File: src/rtl/carregador_cromossomo.sv
// Serial chromosome loader: assembles a byte stream into a shadow word, verifies a trailing XOR checksum, commits on match.
// Latency: checksum byte accepted at edge N -> cromossomo/load_done (or err_checksum) update at edge N+1.
// Backpressure: in_ready is high only in LOAD/CHECK; bytes offered in IDLE are ignored, gaps on in_valid are legal.
//
// Ports:
//   clk, rst          rising-edge clock, synchronous active-high reset
//   load_start        one-cycle pulse; starts a load, or aborts and restarts one in progress
//   in_data/in_valid  stream byte and its qualifier; in_ready says the loader will take it
//   cromossomo        committed chromosome, changes only at a good commit or reset
//   crom_valid        cromossomo holds at least one good load
//   load_done         one-cycle pulse on a good commit
//   err_checksum      one-cycle pulse on a checksum mismatch (nothing committed)
//   busy              load in progress (LOAD or CHECK)
module carregador_cromossomo #(
   parameter int CHROM_BITS = 468,
   parameter int BYTE_W     = 8
) (
   input  logic                  clk,
   input  logic                  rst,
   input  logic                  load_start,
   input  logic [BYTE_W-1:0]     in_data,
   input  logic                  in_valid,
   output logic                  in_ready,
   output logic [CHROM_BITS-1:0] cromossomo,
   output logic                  crom_valid,
   output logic                  load_done,
   output logic                  err_checksum,
   output logic                  busy
);

   localparam int NUM_BYTES = (CHROM_BITS + BYTE_W - 1) / BYTE_W;
   localparam int SHADOW_W  = NUM_BYTES * BYTE_W;
   localparam int CNT_W     = $clog2(NUM_BYTES);
   localparam logic [CNT_W-1:0] CNT_LAST = CNT_W'(NUM_BYTES - 1);

   typedef enum logic [1:0] {
      S_IDLE  = 2'd0,
      S_LOAD  = 2'd1,
      S_CHECK = 2'd2
   } state_t;

   state_t                  state_q;
   logic [CNT_W-1:0]        cnt_q;
   logic [BYTE_W-1:0]       chk_q;
   logic [SHADOW_W-1:0]     shadow_q;
   logic                    commit_q;   // checksum matched last edge; copy shadow this edge
   logic                    fail_q;     // checksum mismatched last edge; flag error this edge
   logic [CHROM_BITS-1:0]   crom_q;
   logic                    crom_vld_q;
   logic                    done_q;
   logic                    err_q;

   assign in_ready     = (state_q != S_IDLE);
   assign busy         = (state_q != S_IDLE);
   assign cromossomo   = crom_q;
   assign crom_valid   = crom_vld_q;
   assign load_done    = done_q;
   assign err_checksum = err_q;

   always_ff @(posedge clk) begin
      if (rst) begin
         state_q    <= S_IDLE;
         cnt_q      <= '0;
         chk_q      <= '0;
         shadow_q   <= '0;
         commit_q   <= 1'b0;
         fail_q     <= 1'b0;
         crom_q     <= '0;
         crom_vld_q <= 1'b0;
         done_q     <= 1'b0;
         err_q      <= 1'b0;
      end else begin
         done_q   <= 1'b0;
         err_q    <= 1'b0;
         commit_q <= 1'b0;
         fail_q   <= 1'b0;

         // Commit reads the shadow before any same-edge restart clears it,
         // so a load_start coinciding with the commit still commits the old frame.
         if (commit_q) begin
            crom_q     <= shadow_q[CHROM_BITS-1:0];
            crom_vld_q <= 1'b1;
            done_q     <= 1'b1;
         end
         if (fail_q) begin
            err_q <= 1'b1;
         end

         case (state_q)
            S_IDLE: begin
               if (load_start) begin
                  state_q  <= S_LOAD;
                  cnt_q    <= '0;
                  chk_q    <= '0;
                  shadow_q <= '0;
               end
            end

            S_LOAD, S_CHECK: begin
               if (load_start) begin
                  // Abort: restart from scratch, any byte on this edge is dropped.
                  state_q  <= S_LOAD;
                  cnt_q    <= '0;
                  chk_q    <= '0;
                  shadow_q <= '0;
               end else if (in_valid) begin
                  if (state_q == S_LOAD) begin
                     shadow_q[int'(cnt_q)*BYTE_W +: BYTE_W] <= in_data;
                     chk_q <= chk_q ^ in_data;
                     if (cnt_q == CNT_LAST) begin
                        state_q <= S_CHECK;
                     end else begin
                        cnt_q <= cnt_q + CNT_W'(1);
                     end
                  end else begin
                     if (in_data == chk_q) begin
                        commit_q <= 1'b1;
                     end else begin
                        fail_q <= 1'b1;
                     end
                     state_q <= S_IDLE;
                  end
               end
            end

            default: state_q <= S_IDLE;
         endcase
      end
   end

endmodule

File: config.mk
export PLATFORM = sky130hd
export DESIGN_NAME = carregador_cromossomo
export DESIGN_NICKNAME = d
export VERILOG_FILES = /design/src/rtl/carregador_cromossomo.sv
export SDC_FILE = /design/constraint.sdc
export NUM_CORES = 2
export LEC_CHECK = 0
export ABC_CLOCK_PERIOD_IN_PS = 3000
export BUFFER_PORTS_ARGS = -buffer_cell sky130_fd_sc_hd__clkbuf_2
export CAP_MARGIN = 0
export CORE_MARGIN = 2
export CORE_UTILIZATION = 40
export CTS_BUF_LIST = sky130_fd_sc_hd__clkbuf_4 sky130_fd_sc_hd__clkbuf_8
export DETAILED_ROUTE_END_ITERATION = 10
export HOLD_SLACK_MARGIN = 0.06
export PLACE_DENSITY = 0.71
export SLEW_MARGIN = 20
export SYNTH_ARGS = -nofsm -noshare
export SYNTH_HDL_FRONTEND = slang
export SYNTH_SLANG_ARGS = --single-unit
export TNS_END_PERCENT = 20
File: constraint.sdc
create_clock -name clk -period 3 [get_ports clk]
set_input_delay 0.45 -clock clk [delete_from_list [all_inputs] [get_ports clk]]
set_output_delay 0.45 -clock clk [all_outputs]
set_load 0.02 [all_outputs]
* Yosys cells after proc, flatten, opt, wreduce, memory -nomap -nowiden *
Cells that the tools add are included.

word-level totals
  flip-flop bits (word level) = 961
  logic and storage cells = 61

cells by class
  add/subtract/negate cells = 2
  equality and inequality tests = 9
  shift operators = 2
  multiplexer cells = 27
  bitwise gates (word level) = 3
  reduce and logical (&&, ||, !) cells = 8

operators by type and width
  kind                      count
  $mux 472                  4
  $pmux 472 s2              1
  $bwmux 472                1
  $shift 8x33->472 const A  1
  $shiftx 8x33->472         1
  $neg 9->33                1
  $mux 8                    4
  $mux 6                    5
  $pmux 8 s2                1
  $pmux 6 s2                1
  $mux 2                    5
  $ne 3x3->1 const B        3
  $eq 8x8->1                1
  $xor 8x8->8               1
  $add 6x1->6 const B       1
  $eq 6x6->1 const B        1
  $reduce_and 5->1          1
  $reduce_or 5->1           1
  $mux 1                    4
  $ne 4x4->1 const B        1
  $pmux 2 s2                1
  $reduce_and 4->1          1
  $reduce_bool 2->1         2
  $reduce_and 3->1          1
  other kinds (6)           7

* Longest topological paths before layout *
  depth in word-level cells = 7
  depth in mapped cells = 12
  gate-level depth less buffers = 8

* Least setup slack after synthesis *
Ideal clock, no wire load.

  path type = register -> register
  from = reg cnt_q[2]
  to = reg shadow_q[64]
  data arrival time = 3.024 ns
  data required time = 2.940 ns
  path slack = -0.085 ns
  cell stages (with the launch flop) = 12
  buffers on the path = 3
  period minus slack after synthesis = 3.085 ns
  cells stage by stage = dfxtp_1 -> buf_2 -> clkbuf_1 -> or4_1 -> nor2_1 -> ha_1 -> nor4b_1 -> and3_1 -> o21ai_0 -> buf_2 -> nor3_1 -> a22o_1

on the way
  longest elaborated chain between the ends = 7
  elaborated cells between the ends (all ways) = 8
  classes of those cells = add/sub: 1; shift: 2; mux: 5

RTL lines
  item                                                          RTL line  text
  start, declared                                               43        logic [CNT_W-1:0] cnt_q;
  start signal, assigned                                        113       cnt_q <= cnt_q + CNT_W'(1);
  $neg 9->33 *                                                  108       shadow_q[int'(cnt_q)*BYTE_W +: BYTE_W] <= in_data;
  $shiftx 8x33->472 / $shift 8x33->472 (equally long branches)  108
  $bwmux 472 *                                                  108
  $mux 472 *                                                    107       if (state_q == S_LOAD) begin
  $mux 472 *                                                    106       end else if (in_valid) begin
  $mux 472 *                                                    100       if (load_start) begin
  $pmux 472 s2 *                                                89        case (state_q)
  end signal, assigned by index                                 108
  end, declared                                                 45        logic [SHADOW_W-1:0] shadow_q;

Mark *: on every way between the ends. The rest lies on a longest branch, timed or not. The select of a mux whose other input is x is not followed.
A chain may end at the register's enable or synchronous reset.

* Worst setup path in the final report *
  from = reg cnt_q[1]
  to = reg shadow_q[317]

Same word-level chain as after synthesis.

==> flow_summary.ini <==
[worst_setup_path]
cp-end-kind = flop
r2r_end = shadow_q[317]$_SDFFE_PP0P_
r2r_slack_ps = 110
cp-startpoint = cnt_q[1]$_SDFFE_PP0P_
worstPathArrival_ps = 3640
critPathCapture = shadow_q[317]$_SDFFE_PP0P_
critical_path_class = reg2reg
timing.rr.start = cnt_q[1]$_SDFFE_PP0P_
start_kind = flop
ff2ff_path_depth = 10
crit_fanout = 10
required_ps = 3750

[status]
run_status = finished, final reports clean

[placed_design]
placed_cell_area_um2 = 38100
gp_congestion = 0.910
place_hpwl_um = 73600
io_buffers = 484

[synthesis]
synth_flop_cell = dfxtp_1
yosys_register_bits = 957
synth_area_um2 = 33700
synth-seq-area-share = 0.568
synth-edff-count = 0
synth_nets = 3128
yosysWarnings = 0
ys_types = 66
syn_inst = 3109
synth.avg_cell_area_um2 = 10.8
async_flop_share = 0

[pwr]
p_leak_nw = 15.9
max-vdd-ir-drop_uv = 393
finalPower_mw = 26.0
power.density_nw_per_um2 = 624

[global_routing]
overflow = 0
grt_max_degree = 184
grt.total_usage = 0.243
grt_pass1_vias = 24600
grt_pass1_wl_um = 159000
antenna_found_initial = 2

[sta]
drv_slew = 0
tightest_slew_ps = 960
hold_violations = 0
period_needed_ps = 2890
fin_tns_setup_ps = 0
finalSetupViolations = 0
min_period_over_period = 0.963
fmax_ghz = 0.346
fin_skew_ps = 40.5
maxSlewHeadroom = 0.358

[job]
cap_violations = 0

[clocking]
numCtsBuffers = 155
post_cts_buffers = 0
clk_root_buffer_cell = clkbuf_8
h-tree-depth = 4
clk_path_buf_depth = 3
clock_latency_ps = 840
cts.sinks = 957
clk_pin_slew_ps = 60
tritoncts = yes

[floorplanning]
die_h_um = 294
core_um2 = 83600
die_w_um = 294
io_pins = 485
start_util = 0.403
die_area_um2 = 86600
std_cell_rows = 106

[finish]
final_core_util = 0.499
nets = 3691
fin_area_um2 = 41700
final_layout_size_suffix_gt1_frac = 0.259
area_delta_synth_final_pct = 23.7
fillCellCount = 7546

[drt]
post-route-drc-count = 0
drt_first_pass_iters = 5
drt_wl_total_um = 109000
viasPerCell = 5.43
avgRoutedWirePerCell_um = 22.4
drtAntennaViolNets = 0
via_count = 26400
drt_iter0_markers = 1990

[hold_path]
min_from = load_start
hold_class = in2reg
[synth_stat cells, drive strengths merged, types with 2 or more instances]
master / n / share of area
nand3: 74 / 0.011
xnor2: 10 / 0.0026
a211o: 3 / 0.00078
nor3: 31 / 0.0068
o2111ai: 28 / 0.0073
nand2b: 4 / 0.00074
a22o: 188 / 0.049
a31oi: 16 / 0.0038
o2bb2ai: 120 / 0.031
o31ai: 20 / 0.0045
nor3b: 4 / 0.0012
o2111a: 2 / 0.00067
clkbuf: 163 / 0.018
o21ai: 21 / 0.0035
a21oi: 60 / 0.010
nand3b: 4 / 0.00089
o32ai: 4 / 0.0010
o311ai: 8 / 0.0021
a211oi: 12 / 0.0036
nor2: 507 / 0.056
a32oi: 4 / 0.0010
or3: 12 / 0.0022
nor2b: 7 / 0.0013
a41oi: 2 / 0.00052
dfxtp: 957 / 0.57
nand4: 4 / 0.00074
ha: 7 / 0.0026
nand2: 98 / 0.011
or4: 6 / 0.0014
and3b: 3 / 0.00078
and3: 7 / 0.0013
o21a: 2 / 0.00045
o211ai: 38 / 0.0086
inv: 22 / 0.0024
o31a: 4 / 0.0010
a32o: 80 / 0.024
mux2i: 480 / 0.14
a21o: 2 / 0.00045
nor4: 9 / 0.0023
buf: 75 / 0.0092
[power breakdown]
group / internal, mW / switching (mW)
clock network: 6.87 / 5.33
registers: 12.7 / 0.00378
logic: 0.230 / 0.841
[sequential cells by signal (all words and copies together) (netlist names)]
signal        cells
cromossomo      468
shadow_q        468
chk_q             8
cnt_q             6
state_q           2
commit_q          1
crom_valid        1
err_checksum      1
fail_q            1
load_done         1
[kinds of logic after synthesis]
logic type	count (synthesis)	share of synthesized area
buffers and inverters	261	0.0299
adders and majority gates	7	0.00260
and+or+nand+nor	774	0.0990
DFF	957	0.568
AOI/OAI and AO/OA	618	0.154
xor gates and xnor gates	11	0.00308
muxes	481	0.143
[through the flow]
step	hold slack (ps)	cells	setup WS (ps)
3_5_place_dp	442	4585	21.9
2_1_floorplan	414	3109	-15.7
6_report	162	4869	112
3_3_place_gp	444	4585	-2.56
5_1_grt	160	4869	-39.0
4_1_cts	64.1	4866	63.5
[critical path, stage by stage (launching register included)]
cell	delay (ps)
dfxtp_1	310
buf_4	170
inv_1	100
ha_1	170
nor3b_4	440
xor2_2	240
buf_4	210
nor4_1	490
buf_4	240
nand2_1	210
o2bb2ai_1	230
[worst min path at each step]
stage / end / cells past startpoint
floorplan: err_checksum$_SDFF_PP0_ / 1
finish: state_q[0]$_SDFFE_PP0P_ / 4
CTS: state_q[0]$_SDFFE_PP0P_ / 4
global route: state_q[0]$_SDFFE_PP0P_ / 4
global placement: crom_valid$_SDFFE_PP0P_ / 2
detailed placement: err_checksum$_SDFF_PP0_ / 1
[layer usage]
layer | routed length, um | share of wire | track usage
met1 | 47200 | 0.43 | 0.315
met2 | 50100 | 0.46 | 0.381
met3 | 7850 | 0.072 | 0.0649
met4 | 3990 | 0.037 | 0.103
met5 | 0 | 0 | 0
[what timing repair did]
item / in CTS / in global routing
hold buffers: 9 / 0
resized for setup: 1 / 6
endpoints found under the hold margin: 19 / 0
setup endpoints to repair: 8 / 100
[cells in the final DEF (no fill, tap or decap), drive strengths merged, types with 5 or more instances in the layout]
cell / Yosys / routed
or3: 12 / 12
a22o: 188 / 188
o2bb2ai: 120 / 120
clkinv: 1 / 16
o2111ai: 28 / 28
o311ai: 8 / 8
a31oi: 16 / 16
nor2: 507 / 507
mux2i: 480 / 480
buf: 75 / 152
clkbuf: 163 / 723
a32o: 80 / 80
nor2b: 7 / 7
ha: 7 / 7
a21oi: 60 / 60
nand2: 98 / 98
o21ai: 21 / 21
xnor2: 10 / 10
bufinv: 0 / 5
nor4: 9 / 9
o31ai: 20 / 20
or4: 6 / 6
inv: 22 / 31
o211ai: 38 / 38
a211oi: 12 / 12
dfxtp: 957 / 957
nor3: 31 / 31
nand3: 74 / 74
and3: 7 / 7
dlygate4sd3: 0 / 9
[final cells by class]
cell class,count,area [um2],share of cell area
Sequential cell,957,19200,0.460
Tap cell,1080,1350,0.0324
Multi-Input combinational cell,1891,13700,0.330
Antenna cell,2,5.00,0.000120
Clock inverter,32,383,0.00919
Clock buffer,240,3020,0.0723
Timing Repair Buffer,644,3940,0.0945
Inverter,23,86.3,0.00207
No activity file was read; power rests on OpenSTA's default activity.
